--- src/rtl/sar_search_ctrl.sv ---
// Binary-search controller resolving comparator operand B MSB-first, then verifying the final trial.
// Latency (WIDTH+1)*(SETTLE+1)+1 cycles from start to done; start is ignored while busy or in DONE.
module sar_search_ctrl #(
   parameter int WIDTH      = 4,
   parameter int SETTLE     = 1,
   parameter int EARLY_EXIT = 0
) (
   input  logic             clk,
   input  logic             rst,
   input  logic             start,
   output logic [WIDTH-1:0] trial,
   input  logic             cmp_equal,
   input  logic             cmp_a_greater,
   input  logic             cmp_b_greater,
   output logic             busy,
   output logic             done,
   output logic [WIDTH-1:0] result,
   output logic             found,
   output logic             err
);
   localparam int IW = (WIDTH > 1) ? $clog2(WIDTH) : 1;
   localparam int CW = (SETTLE > 0) ? $clog2(SETTLE + 1) : 1;

   localparam logic [IW-1:0]    IDX_MSB   = IW'(WIDTH - 1);
   localparam logic [CW-1:0]    SETTLE_LD = CW'(SETTLE);
   localparam logic [WIDTH-1:0] TRIAL_MSB = WIDTH'(1) << (WIDTH - 1);

   localparam logic [1:0] S_IDLE   = 2'd0;
   localparam logic [1:0] S_APPLY  = 2'd1;
   localparam logic [1:0] S_VERIFY = 2'd2;
   localparam logic [1:0] S_DONE   = 2'd3;

   logic [1:0]       state;
   logic [IW-1:0]    idx;
   logic [CW-1:0]    wait_cnt;
   logic             flags_ok;
   logic [WIDTH-1:0] trial_nxt;

   always_comb begin
      flags_ok = ({cmp_equal, cmp_a_greater, cmp_b_greater} == 3'b100) ||
                 ({cmp_equal, cmp_a_greater, cmp_b_greater} == 3'b010) ||
                 ({cmp_equal, cmp_a_greater, cmp_b_greater} == 3'b001);
   end

   // Decide the current bit and tentatively set the next lower one in the same step.
   always_comb begin
      trial_nxt = trial;
      if (cmp_a_greater) begin
         trial_nxt[idx] = 1'b0;
      end
      if (idx != '0) begin
         trial_nxt[idx - IW'(1)] = 1'b1;
      end
   end

   always_ff @(posedge clk) begin
      if (rst) begin
         state    <= S_IDLE;
         idx      <= '0;
         wait_cnt <= '0;
         trial    <= '0;
         result   <= '0;
         busy     <= 1'b0;
         done     <= 1'b0;
         found    <= 1'b0;
         err      <= 1'b0;
      end else begin
         done <= 1'b0;
         case (state)
            S_IDLE: begin
               if (start) begin
                  trial    <= TRIAL_MSB;
                  idx      <= IDX_MSB;
                  wait_cnt <= SETTLE_LD;
                  found    <= 1'b0;
                  err      <= 1'b0;
                  busy     <= 1'b1;
                  state    <= S_APPLY;
               end
            end
            S_APPLY, S_VERIFY: begin
               // Flags are only trusted once the settle window has fully elapsed.
               if (wait_cnt != '0) begin
                  wait_cnt <= wait_cnt - CW'(1);
               end else if (!flags_ok) begin
                  err    <= 1'b1;
                  found  <= 1'b0;
                  result <= trial;
                  busy   <= 1'b0;
                  done   <= 1'b1;
                  state  <= S_DONE;
               end else if (state == S_VERIFY) begin
                  result <= trial;
                  found  <= cmp_equal;
                  busy   <= 1'b0;
                  done   <= 1'b1;
                  state  <= S_DONE;
               end else if ((EARLY_EXIT != 0) && cmp_equal) begin
                  result <= trial;
                  found  <= 1'b1;
                  busy   <= 1'b0;
                  done   <= 1'b1;
                  state  <= S_DONE;
               end else begin
                  trial    <= trial_nxt;
                  wait_cnt <= SETTLE_LD;
                  if (idx == '0) begin
                     state <= S_VERIFY;
                  end else begin
                     idx <= idx - IW'(1);
                  end
               end
            end
            S_DONE: begin
               state <= S_IDLE;
            end
            default: begin
               state <= S_IDLE;
            end
         endcase
      end
   end

endmodule

--- config.mk ---
export PLATFORM = sky130hd
export DESIGN_NAME = sar_search_ctrl
export DESIGN_NICKNAME = d
export VERILOG_FILES = /design/src/rtl/sar_search_ctrl.sv
export SDC_FILE = /design/constraint.sdc
export NUM_CORES = 1
export LEC_CHECK = 0
export ABC_AREA = 1
export CORE_MARGIN = 3
export CORE_UTILIZATION = 51
export DETAILED_ROUTE_END_ITERATION = 7
export PLACE_DENSITY = 0.78
export SLEW_MARGIN = 20
export SYNTH_ARGS = -nofsm -noshare
export SYNTH_HDL_FRONTEND = slang
export SYNTH_SLANG_ARGS = --single-unit
--- constraint.sdc ---
create_clock -name clk -period 2.05 [get_ports clk]
set_clock_uncertainty 0.15 [all_clocks]
set_input_delay 0.3075 -clock clk [delete_from_list [all_inputs] [get_ports clk]]
set_output_delay 0.3075 -clock clk [all_outputs]
set_load 0.01 [all_outputs]
Yosys cells after proc, flatten, opt, wreduce, memory -nomap -nowiden
Index checks and enable logic that the tools add are counted.
- add/subtract/negate cells: 2
- order comparisons: 4
- equal/unequal tests: 15
- muxes and demuxes: 44
- bitwise logic cells: 5
- reductions and logical operators: 17
- operator list (operator ; number):
    two-way mux 4 bit ; 8
    two-way mux 2 bit ; 10
    two-way mux 1 bit ; 17
    != test 2 bit (second input constant) ; 6
    case mux 1 bit (2 select lines) ; 4
    case mux 4 bit (2 select lines) ; 1
    AND reduction 4 bit ; 2
    less-than comparator 2 x 3 -> 1 bit (second input constant) ; 2
    case mux 2 bit (3 select lines) ; 1
    AND reduction 3 bit ; 2
    AND reduction 6 bit ; 1
    AND reduction 5 bit ; 1
    AND 4 bit ; 1
    demux 1 bit (select 2 bit) ; 2
    equality test 2 bit (second input constant) ; 2
    greater-or-equal comparator 2 x 1 -> 1 bit (second input constant) ; 2
    zero test 2 bit ; 2
    != test 4 bit (second input constant) ; 1
    inverter 4 bit ; 1
    bitwise OR 4 bit ; 1
    case mux 2 bit (2 select lines) ; 1
    nonzero test 2 bit ; 2
    equality test 3 x 1 -> 1 bit (second input constant) ; 1
    equality test 3 x 2 -> 1 bit (second input constant) ; 1
    12 further kinds ; 15
- bits in registers: 17
- input port bits: 6
- output and inout port bits: 12
- word-level logic and storage cells: 96

Longest topological paths before layout
Gate-level depths: netlist (run 1).
- word-level depth: 13
- mapped depth: 12
- depth with buffers taken out: 11

Worst setup path after synthesis (run 1)
No wires, ideal clock.
- path kind: reg2reg
- start point: register state[0]
- end point: register idx[0]
- library setup time: 0.115 ns
- arrival time: 1.399 ns
- required time: 1.785 ns
- slack: 0.386 ns
- stages on the path, launching flop included: 12
- cells stage by stage: dfxtp_1 -> inv_1 -> ha_1 -> buf_6 -> nand2_2 -> inv_2 -> nor2_4 -> nand2_4 -> nor3_4 -> nand3_1 -> nand2_1 -> nor2_1
- word-level cells in the longest chain between the ends: 4
- elaborated cells between the ends (all ways): 12
- RTL lines (what ; line ; source):
    start, declared ; 33 ; logic [1:0] state;
    start signal, assigned ; 58 ; state <= S_IDLE;
    start signal, assigned ; 78 ; state <= S_APPLY;
    start signal, assigned ; 91 ; state <= S_DONE;
    equality test 2 bit or equality test 2 x 1 -> 1 bit (tied branches) ; 69, 92 ;
    OR reduction 2 bit ; 69 ; case (state)
    != test 2 bit (no line) or nonzero test 2 bit (tied branches) ; -- ;
    AND reduction 6 bit (no line) ; -- ;
    end signal, assigned ; 110 ; idx <= idx - IW'(1);
    end, declared ; 34 ; logic [IW-1:0] idx;
Parallel ways exist; a longest one is shown, timed or not.
A chain may end at the register's enable or synchronous reset.

Final worst setup path (run 1)
Same ends and word-level chain as after synthesis.

==> results of run 1 <==
-- synth_stat cells (all sizes together) --
master	count
dfxtp	17
buf	2
clkbuf	1
a21oi	15
nand3	9
o31ai	1
nor2	19
nor3	2
inv	24
nand4	4
ha	7
o21ai	5
nand2	38
-- report_power, final --
group          switching (W)  internal [W]
sequential         0.0000711      0.000422
combinational       0.000666      0.000405
clock               0.000103     0.0000757
-- cell type report --
type / count / area (sq um)
clock buffers: 4 / 26.3
fillers: 169 / 568
inverters: 24 / 92.6
multi-input cells: 100 / 558
flip-flops and latches: 17 / 340
well taps: 25 / 31.3
repair buffers: 19 / 185
-- worst reg2reg max path, cell delays in order, from the launching register on --
cell and delay (ns):
dfxtp_1 0.35, inv_1 0.08, ha_1 0.43, nand2_2 0.11, inv_2 0.04, nor2_4 0.12
nand2_4 0.09, nor3_4 0.17, nand3_1 0.10, nand2_1 0.08, nor2_1 0.04
-- how the worst max path moves through the flow --
stage / from / end / slack, ns / cells past startpoint
detailed placement: cmp_a_greater / state[0]$_SDFFE_PP0P_ / 0.22 / 10
finish: state[0]$_SDFFE_PP0P_ / idx[0]$_SDFFE_PP0P_ / 0.19 / 10
floorplan: state[0]$_SDFFE_PP0P_ / idx[0]$_SDFFE_PP0P_ / 0.39 / 11
global placement: cmp_a_greater / found$_SDFFE_PP0P_ / 0.27 / 9
global route: state[0]$_SDFFE_PP0P_ / idx[0]$_SDFFE_PP0P_ / 0.07 / 10
CTS: state[0]$_SDFFE_PP0P_ / idx[0]$_SDFFE_PP0P_ / 0.20 / 10
-- state kept, by name, indices dropped and copies added, names as in the netlist --
name and cells:
busy 1, done 1, err 1, found 1
idx 2, result 4, state 2, trial 4
wait_cnt 1
-- routing by layer --
metal | global-route usage [%] | part of all wire, % | vias up
met5 | 0 | 0 | -
li1 | - | - | 493
met3 | 6.23 | 5.1 | 2
met2 | 33.5 | 48 | 22
met1 | 25.0 | 46 | 443
met4 | 3.59 | 0.57 | 0
-- metrics by stage --
step / total power (W) / setup WS [ns] / hold slack [ns]
3_5_place_dp: 0.00156 / 0.216 / 0.303
4_1_cts: 0.00174 / 0.199 / 0.317
2_1_floorplan: 0.00129 / 0.386 / 0.322
6_report: 0.00174 / 0.195 / 0.315
5_1_grt: 0.00188 / 0.0731 / 0.340
3_3_place_gp: 0.00152 / 0.267 / 0.302
-- kinds of logic (layout without fill, tap and decap cells) --
kind of cell | Yosys count | count (layout) | synth area share, %
AO/OA/AOI/OAI | 21 | 21 | 10.6
flip-flops | 17 | 17 | 33.7
AND/OR/NAND/NOR | 72 | 72 | 35.9
adder cells (fa/ha/maj) | 7 | 7 | 8.66
buffers and inverters | 27 | 47 | 11.1
==> out/qor.yml, run 1 <==
grt_pass1_vias: 885
track_usage_pct: 19.9
r2r_cells: 10
design.core.area_sq_mm: 0.00180
dp_hpwl_um: 1750
io_buffers: 17
ctsRootBufferMaster: "clkbuf_4"
fp-row-count: 15
drive_above_1_share_pct: 12.2
synth-seq-cells: 17
drc_errors: 0
h-tree-depth: 1
status: "complete, no violations"
die_h_um: 50.5
vias: 960
synth_area_sq_mm: 0.00101
synthCells: 144
fmax_mhz: 539
ys_types: 21
cts_setup_buffers: 0
whs_endpoint: "result[2]$_SDFFE_PP0P_"
cp-start-kind: "register"
drtAntennaViolNets: 0
period_needed_ns: 1.86
grt_max_degree: 11
cp-end-kind: "register"
crit_fanout: 9
min_from: "result[2]$_SDFFE_PP0P_"
final_area_sq_mm: 0.00123
power_density_mw_per_mm2: 1410
max_slew_margin_pct: 80.5
dieArea_sq_mm: 0.00255
hold_class: "register to register"
cp.required_ns: 2.09
die_w_um: 50.5
ios: 18
antenna_found_initial: 0
clock_path_buffers: 2
critical_path_buf_inv_count: 2
synth_top_area_share_pct: 33.7
setup_tns_ns: 0
path_clk_slew_ns: 0.10
rrSetupSlack_ns: 0.19
r2r-end: "idx[0]$_SDFFE_PP0P_"
grt-ovfl-total: 0
n_antenna_cell: 0
hold_buffers: 0
path_cells: "inv_1, ha_1, nand2_2, inv_2, nor2_4, nand2_4, nor3_4, nand3_1, nand2_1, nor2_1"
final_cell_mix: "nand2_1, inv_1, nor2_1"
tightest_slew_ns: 0.292
drtPass1Iterations: 4
crit_family: "simple AND/OR/NAND/NOR gates"
crit_slowest_cell: "ha_1"
setup_viol: 0
gp_congestion: 0.820
synth_area_leaders: "dfxtp_1, nand2_1, ha_1"
via_per_inst: 5.08
period_share_pct: 90.5
grt_pass1_wl_um: 3860
cp.arrival_ns: 1.90
rr_startpoint: "state[0]$_SDFFE_PP0P_"
ir_drop_mv: 0.927
cts_buffers: 3
slew_viol_final: 0
rsz0062_at_grt: "no"
area_growth_pct: 22.0
post_drt_wl_per_cell_um: 12.1
slowest_delay_ns: 0.42
seq_area_frac_synth_pct: 33.7
utilization_pct: 68.5
yosys_warnings: 0
hold_viol_final: 0
whs_path_depth: 2
fin_nets: 178
start_util_pct: 56.1
fin_cells: 189
routed_wl_um: 2290
dp.cells: 185
synth_top_area_cell: "dfxtp_1"
leakage_nw: 0.572
crit_type: "register to register"
ctsResizeCount: 0
insertion_delay_ns: 0.29
tritoncts: "done"
cts_sinks: 17
avgSynthCellArea_sq_um: 7.02
drt-initial-drc-count: 19
synthesis.nets: 157
maxCapViolCount: 0
layout_commonest_cell: "nand2_1"
place_area_sq_mm: 0.00121
(Power assumes the default switching activity.)
==> run 2: changes to the inputs <==
--- a/config.mk
+++ b/config.mk
@@ -6,9 +6,11 @@
 export NUM_CORES = 1
 export LEC_CHECK = 0
 export ABC_AREA = 1
+export CAP_MARGIN = 5
 export CORE_MARGIN = 3
 export CORE_UTILIZATION = 51
 export DETAILED_ROUTE_END_ITERATION = 7
+export GPL_ROUTABILITY_DRIVEN = 1
 export PLACE_DENSITY = 0.78
 export SLEW_MARGIN = 20
 export SYNTH_ARGS = -nofsm -noshare
==> results of run 2 <==
Final layout, timing and power as in run 1 (identical DEF).
==> run 3: changes to the inputs <==
--- a/config.mk
+++ b/config.mk
@@ -12,7 +12,8 @@
 export DETAILED_ROUTE_END_ITERATION = 7
 export GPL_ROUTABILITY_DRIVEN = 1
 export PLACE_DENSITY = 0.78
-export SLEW_MARGIN = 20
+export REMOVE_ABC_BUFFERS = 1
+export SLEW_MARGIN = 10
 export SYNTH_ARGS = -nofsm -noshare
 export SYNTH_HDL_FRONTEND = slang
 export SYNTH_SLANG_ARGS = --single-unit
==> run 3 against run 2 <==
Net effect:
- via count is 3.1% lower
- total power is 0.52% lower
- non-clock buffer count stayed put
- first-iteration DRC count is 5.3% higher
- largest cell class unchanged
- worst hold slack better by 0.0074 ns
- fmax is 0.27% higher
- utilization is 0.070 points higher
- setup slack better by 0.0050 ns
==> out/qor.yml, run 3 (synthesized netlist as in run 1, its figures left out) <==
setup_tns_ns: 0  # unchanged
cts_buffers: 3  # unchanged
antenna_found_initial: 0  # unchanged
n_antenna_cell: 0  # unchanged
rsz0062_at_grt: "no"
hold_viol_final: 0  # unchanged
min_from: "result[3]$_SDFFE_PP0P_"
track_usage_pct: 18.3  # -1.5 points
final_cell_mix: "nand2_1, inv_1, nor2_1"
rr_startpoint: "state[0]$_SDFFE_PP0P_"
routed_wl_um: 2190  # -4.3%
gp_congestion: 0.838  # +2.2%
post_drt_wl_per_cell_um: 11.6  # -4.3%
ir_drop_mv: 0.942  # +1.6%
place_area_sq_mm: 0.00121  # unchanged
cp.required_ns: 2.10  # about the same
r2r-end: "idx[1]$_SDFFE_PP0P_"
cp-end-kind: "register"
maxCapViolCount: 0  # unchanged
cts_sinks: 17  # unchanged
power_density_mw_per_mm2: 1400  # -0.62%
hold_buffers: 0  # unchanged
drtAntennaViolNets: 0  # unchanged
insertion_delay_ns: 0.30  # about the same
dp_hpwl_um: 1790  # +2.1%
ios: 18  # unchanged
path_clk_slew_ns: 0.10  # about the same
grt_max_degree: 11  # unchanged
area_growth_pct: 22.2
slew_viol_final: 0  # unchanged
period_share_pct: 90.2  # -0.24 points
top_regs: "result: 4 flops, trial: 4 flops"
fin_nets: 178  # unchanged
grt-ovfl-total: 0  # unchanged
power.internal_w: 0.000897  # -0.63%
cp-start-kind: "register"
start_util_pct: 56.1  # unchanged
hold_class: "register to register"
power_frac_seq_pct: 28.4  # about the same
period_needed_ns: 1.85  # -0.00501 ns
net-switching-power_w: 0.000837  # -0.41%
design.core.area_sq_mm: 0.00180  # unchanged
setup_viol: 0  # unchanged
drtPass1Iterations: 4  # unchanged
rrSetupSlack_ns: 0.20  # about the same
crit_fanout: 9  # unchanged
via_per_inst: 4.92  # -3.1%
fp-row-count: 15  # unchanged
clock_path_buffers: 2  # unchanged
swShare_pct: 48.3  # +0.055 points
utilization_pct: 68.5  # +0.070 points
crit_end: "idx[1]$_SDFFE_PP0P_"
dieArea_sq_mm: 0.00255  # unchanged
crit_type: "register to register"
r2r_cells: 10  # unchanged
drc_errors: 0  # unchanged
ctsRootBufferMaster: "clkbuf_4"
io_buffers: 17  # unchanged
hold_ws_ns: 0.322  # +0.00736 ns
grt_pass1_vias: 840  # -5.1%
ctsResizeCount: 0  # unchanged
die_w_um: 50.5  # unchanged
cp.arrival_ns: 1.90  # about the same
final_area_sq_mm: 0.00123  # +0.10%
die_h_um: 50.5  # unchanged
fillCellCount: 174  # +3.0%
status: "complete, no violations"
p_clk_share_pct: 10.6  # +0.3 points
max_slew_margin_pct: 79.0  # -1.5 points
drive_above_1_share_pct: 12.8  # +0.61 points
h-tree-depth: 1  # unchanged
cts_setup_buffers: 0  # unchanged
crit_start: "state[0]$_SDFFE_PP0P_"
grt_pass1_wl_um: 3530  # -8.8%
layout_commonest_cell: "nand2_1"
tritoncts: "done"
combPwrFrac_pct: 61.0  # -0.5 points
fmax_mhz: 541  # +0.27%
tightest_slew_ns: 0.313  # +0.0209 ns
drt-initial-drc-count: 20  # +1
vias: 930  # -3.1%
leakage_nw: 0.574  # +0.48%
==> run 3: cell count changes in the layout (fill, tap and decap cells not counted) <==
cell,previous run,this run
clkbuf_1,1,0
clkinv_2,0,1
==> run 3: cell type report <==
cell class | count | area (sq um) | area share, %
Clock buffer | 3 | 22.5 | 1.82
Clock inverter | 1 | 5.00 | 0.405
Inverter | 24 | 92.6 | 7.50
Multi-Input combinational cell | 100 | 558 | 45.2
Sequential cell | 17 | 340 | 27.6
Tap cell | 25 | 31.3 | 2.53
Timing Repair Buffer | 19 | 185 | 15.0
==> run 3: how the worst min path moves through the flow <==
| stage | end | slack, ns | cells after the start |
|---|---|---|---|
| global placement | result[1]$_SDFFE_PP0P_ | 0.30 | 2 |
| global route | result[3]$_SDFFE_PP0P_ | 0.34 | 2 |
| detailed placement | result[2]$_SDFFE_PP0P_ | 0.30 | 2 |
| finish | result[3]$_SDFFE_PP0P_ | 0.32 | 2 |
| floorplan | busy$_SDFFE_PP0P_ | 0.23 | 1 |
| CTS | result[2]$_SDFFE_PP0P_ | 0.32 | 2 |
==> run 3: power groups by stage <==
| stage | combinational [W] | clock (W) | sequential (W) |
|---|---|---|---|
| after floorplan | 0.000742 | 0 | 0.000508 |
| after CTS | 0.00106 | 0.000187 | 0.000492 |
| after detailed placement | 0.00105 | 0 | 0.000499 |
| after global routing | 0.00118 | 0.000206 | 0.000506 |
| after global placement | 0.00103 | 0 | 0.000494 |
| final | 0.00106 | 0.000183 | 0.000493 |
==> run 3: through the flow <==
step           worst slack (ns)  cells  power (W)
2_1_floorplan             0.236    141    0.00125
3_3_place_gp              0.264    185    0.00152
3_5_place_dp              0.201    185    0.00155
4_1_cts                   0.188    189    0.00174
5_1_grt                  0.0905    189    0.00189
6_report                  0.200    189    0.00173
==> run 3: critical path: stages, from the launching register on <==
cell,delay (ns)
dfxtp_1,0.35
inv_1,0.08
ha_1,0.42
nand2_2,0.10
inv_2,0.04
nor2_4,0.13
nand2_4,0.09
nor3_4,0.18
nand3_1,0.11
nand2_1,0.08
nor2_1,0.04
==> run 3: layer usage <==
layer  wire length (um)  vias to the layer above  GRT usage, %
li1                   -                      491             -
met1                977                      418          21.0
met2               1100                       19          32.6
met3                 97                        2          6.23
met4                 11                        0          4.04
met5                  0                        -             0
